$ cat config.mk
export PLATFORM = sky130hd
export DESIGN_NAME = dmem_arbiter
export DESIGN_NICKNAME = d
export VERILOG_FILES = /design/src/rtl/dmem_arbiter.sv
export SDC_FILE = /design/constraint.sdc
export NUM_CORES = 1
export LEC_CHECK = 0
export CORE_AREA = 2 2 118 120
export DETAILED_ROUTE_END_ITERATION = 8
export DIE_AREA = 0 0 120 122
export DONT_BUFFER_PORTS = 1
export PLACE_DENSITY = 0.35
export SYNTH_ARGS = -nofsm -noshare
export SYNTH_HDL_FRONTEND = slang
export SYNTH_SLANG_ARGS = --single-unit
$ cat constraint.sdc
create_clock -name clk -period 4.3 [get_ports clk]
set_input_delay 0.86 -clock clk [delete_from_list [all_inputs] [get_ports clk]]
set_output_delay 0.86 -clock clk [all_outputs]
set_load 0.02 [all_outputs]
$ cat src/rtl/dmem_arbiter.sv
// Two-port arbiter in front of the single-port synchronous data memory (port 0 = CPU, port 1 = debug/DMA).
// Latency: grant and memory strobe in the request cycle; read data returns with rvalid one cycle later.
// Backpressure: a refused port sees gnt=0 and must hold its request; port 1 is forced ahead after STARVE_LIMIT refusals.
module dmem_arbiter #(
    parameter int AW           = 32,
    parameter int DW           = 32,
    parameter int STARVE_LIMIT = 4
) (
    input  logic          clk,
    input  logic          rst,

    input  logic          m0_req,
    input  logic          m0_we,
    input  logic [AW-1:0] m0_addr,
    input  logic [DW-1:0] m0_wdata,
    output logic          m0_gnt,
    output logic          m0_rvalid,
    output logic [DW-1:0] m0_rdata,

    input  logic          m1_req,
    input  logic          m1_we,
    input  logic [AW-1:0] m1_addr,
    input  logic [DW-1:0] m1_wdata,
    output logic          m1_gnt,
    output logic          m1_rvalid,
    output logic [DW-1:0] m1_rdata,

    output logic          mem_en,
    output logic          mem_we,
    output logic [AW-1:0] mem_addr,
    output logic [DW-1:0] mem_wdata,
    input  logic [DW-1:0] mem_rdata
);

    // Counter is 8 bits wide; it saturates at 255, which covers the full legal limit range.
    localparam logic [7:0] LIMIT   = 8'(STARVE_LIMIT);
    localparam logic [7:0] CNT_MAX = 8'hFF;

    logic [7:0] starve_cnt;
    logic       rvalid0_q;
    logic       rvalid1_q;
    logic       owner_q;     // 0: pending read belongs to port 0, 1: to port 1
    logic       force1;
    logic       gnt0;
    logic       gnt1;

    // Grant decision: a starved port 1 goes first, otherwise port 0 has fixed priority.
    // Everything is gated by reset so no access can leak out while rst is low.
    always_comb begin
        force1 = (starve_cnt >= LIMIT);
        gnt0   = 1'b0;
        gnt1   = 1'b0;
        if (rst) begin
            if (m1_req && force1) begin
                gnt1 = 1'b1;
            end else if (m0_req) begin
                gnt0 = 1'b1;
            end else if (m1_req) begin
                gnt1 = 1'b1;
            end
        end
    end

    // Memory-side mux: the granted port's fields pass straight through; idle drives zeros.
    always_comb begin
        mem_en    = 1'b0;
        mem_we    = 1'b0;
        mem_addr  = '0;
        mem_wdata = '0;
        if (gnt0) begin
            mem_en    = 1'b1;
            mem_we    = m0_we;
            mem_addr  = m0_addr;
            mem_wdata = m0_wdata;
        end else if (gnt1) begin
            mem_en    = 1'b1;
            mem_we    = m1_we;
            mem_addr  = m1_addr;
            mem_wdata = m1_wdata;
        end
    end

    // Starvation counter: counts consecutive cycles port 1 asked and was refused.
    always_ff @(posedge clk or negedge rst) begin
        if (!rst) begin
            starve_cnt <= '0;
        end else if (gnt1 || !m1_req) begin
            starve_cnt <= '0;
        end else if (starve_cnt != CNT_MAX) begin
            starve_cnt <= starve_cnt + 8'd1;
        end
    end

    // Read-return tracking: a granted read flags its own port for exactly the next cycle.
    always_ff @(posedge clk or negedge rst) begin
        if (!rst) begin
            rvalid0_q <= 1'b0;
            rvalid1_q <= 1'b0;
            owner_q   <= 1'b0;
        end else begin
            rvalid0_q <= gnt0 && !m0_we;
            rvalid1_q <= gnt1 && !m1_we;
            if ((gnt0 && !m0_we) || (gnt1 && !m1_we)) begin
                owner_q <= gnt1;
            end
        end
    end

    assign m0_gnt    = gnt0;
    assign m1_gnt    = gnt1;

    // Registers are already cleared by the async reset; the extra gating keeps the
    // outputs at zero for the whole time reset is held.
    assign m0_rvalid = rst && rvalid0_q && !owner_q;
    assign m1_rvalid = rst && rvalid1_q &&  owner_q;
    assign m0_rdata  = m0_rvalid ? mem_rdata : '0;
    assign m1_rdata  = m1_rvalid ? mem_rdata : '0;

endmodule

-- Word level (Yosys, flattened, before mapping)
Index checks and enable logic that the tools add are counted.
- bits in registers: 11
- output and inout port bits: 134
- logic and storage cells: 40
- add/subtract/negate cells: 1
- order comparisons: 1
- eq/ne operators: 1
- mux-type cells: 19
- reduce and logical (&&, ||, !) cells: 14
- operators with widths (cell ; count):
    2-to-1 mux 32 bit ; 6
    2-to-1 mux 8 bit ; 2
    2-to-1 mux 1 bit ; 11
    adder 8 x 1 -> 8 bit, second input constant ; 1
    greater-or-equal comparator 8 x 3 -> 1 bit, second input constant ; 1
    inequality test 8 bit, second input constant ; 1
    logical AND 1 bit ; 7
    logical NOT 1 bit ; 4
    logical OR 1 bit ; 2
    nonzero test 2 bit ; 1

-- Longest topological paths before layout
- depth in word-level cells: 6
- mapped depth: 6
- gate-level depth less buffers: 4

-- Worst setup path after synthesis
Ideal clock, no wire load.
- kind: input to output
- from: input rst
- to: output mem_addr[0]
- arrival time: 2280 ps
- required time: 3440 ps
- setup slack: 1160 ps
- stages on the path: 6
- cells stage by stage: clkbuf_1 -> or4b_1 -> o21ai_1 -> buf_2 -> buf_4 -> a22o_1
- cells in the longest elaborated chain, start to end: 3
- elaborated cells on any way between the ends: 4
- ends and longest elaborated chain (element ; RTL line ; source):
    from (decl) ; 10 ; input logic rst,
    2-to-1 mux 1 bit ; 53 ; if (rst) begin
    2-to-1 mux 32 bit ; 75 ; end else if (gnt1) begin
    2-to-1 mux 32 bit (*) ; 70 ; if (gnt0) begin
    to (decl) ; 30 ; output logic [AW-1:0] mem_addr,
Every way passes the cells marked *; elsewhere a longest branch is shown, timed or not.

-- Worst setup path after layout
- from: input m0_req
- to: output mem_addr[23]
- cells in the longest elaborated chain, start to end: 5
- elaborated cells on any way between the ends: 8
- ends and longest elaborated chain (element ; RTL line ; source):
    from (decl) ; 12 ; input logic m0_req,
    2-to-1 mux 1 bit ; 56 ; end else if (m0_req) begin
    2-to-1 mux 1 bit ; 54 ; if (m1_req && force1) begin
    2-to-1 mux 1 bit ; 53 ;
    2-to-1 mux 32 bit ; 75 ;
    2-to-1 mux 32 bit (*) ; 70 ;
Marks and branches as above.

==> results_dict.tcl <==
set metrics [dict create \
    fin_setup_tns_ps 0 \
    diodes 0 \
    status "completed" \
    routed_wl_um 7240 \
    ant_nets 0 \
    synth_edf_count 0 \
    post_cts_buffers 0 \
    multi_input_area_mm2 0.00134 \
    gr-total-overflow 0 \
    layout_common_cells "65 x and2_1, 64 x a22o_1, 11 x dfrtp_1, 7 x nor3_1, 5 x a21oi_1" \
    pwr_density_cell_mw_per_mm2 244 \
    place_ws_ps 745 \
    synth.net_count 391 \
    rsz0062_at_grt "no" \
    ys_ff_latch 11 \
    placed_cell_area_mm2 0.00189 \
    dpl.cell_count 382 \
    yosys_warnings 0 \
    post_cts_resized 0 \
    final_cells 386 \
    synth_area_mm2 0.00177 \
    r2r_start "starve_cnt[2]$_DFFE_PN0P_" \
    numClockSinks 11 \
    required_ps 3440 \
    hold_viol 0 \
    syn_inst 223 \
    finalSetupViolations 0 \
    hp-class "input pin to asynchronous set/reset pin" \
    ys_seq_area_share_pct 15.5 \
    cts_tree "built" \
    start_util_pct 13.1 \
    final_common_cell "and2_1" \
    period_needed_ps 3570 \
    fin_area_mm2 0.00197 \
    drive_gt1_share_pct 4.85 \
    drt-initial-drc-count 107 \
    clock_insertion_delay_worst_skew_ps 240 \
    wl_per_cell_um 18.8 \
    fp.coreArea_mm2 0.0135 \
    crit_fanout 66 \
    crit_path_end_kind "output port" \
    dp_hpwl_um 6030 \
    htreeDepth 1 \
    chipHeight_um 122 \
    grt_pass1_vias 1490 \
    die_area_mm2 0.0146 \
    portBuffers 0 \
    final_nets 375 \
    cts_buffers 3 \
    cts_hold_buffers 0 \
    synthDistinctLibCells 36 \
    root_buffer "clkbuf_16" \
    setup_slack_ps 728 \
    vias 1857 \
    die_w_um 120 \
    crit_family "compound AO/OA/AOI/OAI gates" \
    criticalPathCategory "input pin to output port" \
    max-cap-violations 0 \
    routed_via_density 4.81 \
    r2r_cells 4 \
    rows 43 \
    place_congestion 0.719 \
    grt_pass1_wl_um 8660 \
    worstPathBufferInverterCount 0 \
    tightest_slew_ps 1310 \
    peakVddDrop_mv 0.167 \
    dr.pass1.iters 6 \
    cpPeakStageDelay_ps 1060 \
    clkSlewWorstSetupHoldPaths_ps 40 \
    timing.hold.ws_ps 318 \
    register_area_um2 275 \
    ioPinCount 300 \
    cts.path.max_buffers 2 \
    fmax_ghz 0.280 \
    syn_avg_cell_area_um2 7.94 \
    rrSetupSlack_ps 1850 \
    cp.arrival_ps 2710 \
    final_max_slew_viol_count 0 \
    area_growth_pct 11.2 \
    slew_headroom_pct 12.6 \
    post-route-drc-count 0 \
    synthFlopType "dfrtp_1" \
    cp-start-kind "input pin" \
    reg2reg_to "owner_q$_DFFE_PN0P_" \
    antenna_found_initial 0 \
    finalClockSkew_ps 0.785 \
    grt_max_degree 67 \
    ys_async_sr_fraction_pct 100 \
    post-route-period-util_pct 83.1 \
    nFillCells 1520 \
    crit_path_top_delay_cell "o211a_2" \
    p_leak_nw 0.764 \
    path_cells "or4b_1, o211a_2, a22o_1" \
    grt_use_total_pct 7.91 \
]
## per-layer routing
metal	global-route usage (%)	part of all wire, %
met1	11.4	41
met2	12.1	48
met3	0.655	7.7
met4	3.09	2.9
met5	0	0
## metrics by stage
step | utilization, % | power [W]
global route | 14.6 | 0.000509
finish | 14.6 | 0.000481
detailed placement | 14.0 | 0.000312
CTS | 14.6 | 0.000486
global placement | 14.0 | 0.000310
floorplan | - | 0.000299
## report_power, final
| part | switching (W) | internal [W] |
|---|---|---|
| Clock | 0.0000451 | 0.000124 |
| Combinational | 0.000139 | 0.0000576 |
| Sequential | 0.00000605 | 0.000109 |
## registers in the layout, summed over array words and instances (netlist names)
name        count
owner_q         1
rvalid0_q       1
starve_cnt      8
rvalid1_q       1
## synth_stat cells (3+ instances only)
library cell   n  area share, %
dfrtp_1       11             16
a21oi_1        5            1.4
and2_1        65             23
nand2_1        3           0.64
inv_1          4           0.85
nor2_1         3           0.64
a22o_1        64             32
buf_2          4            1.1
clkbuf_1      12            2.5
nor3_1         7            2.0
buf_4          5            2.1
buf_6          4            2.5
and3_1         3            1.1
## kinds of logic after synthesis
group	share of synthesized area [%]
compound gates	39.2
fa+ha+maj	1.41
buf+inv	9.19
flops	15.5
simple gates	34.6
## worst register-to-register path: cells and delay by family, from the launching register on
family	cells	cell delay [ps]
AO/OA/AOI/OAI	2	880
AND/OR/NAND/NOR	1	700
flip-flops	1	450
buffers and inverters	1	310
## worst max path at each step
stage | start | endpoint | slack, ps | cells past startpoint
after floorplan | rst | mem_addr[0] | 1160 | 6
after global placement | m0_req | mem_addr[23] | 840 | 3
after detailed placement | m0_req | mem_addr[23] | 750 | 3
after CTS | m0_req | mem_addr[23] | 740 | 3
after global routing | m0_req | mem_addr[23] | 610 | 3
final | m0_req | mem_addr[23] | 730 | 3
## area by class of cell
type	instances	area share, %
multi-input combinational	183	68.3
inverter	4	0.763
clock buffer	4	4.01
timing repair buffer	4	1.53
tap	180	11.4
sequential	11	14.0
(Power assumes the default switching activity.)
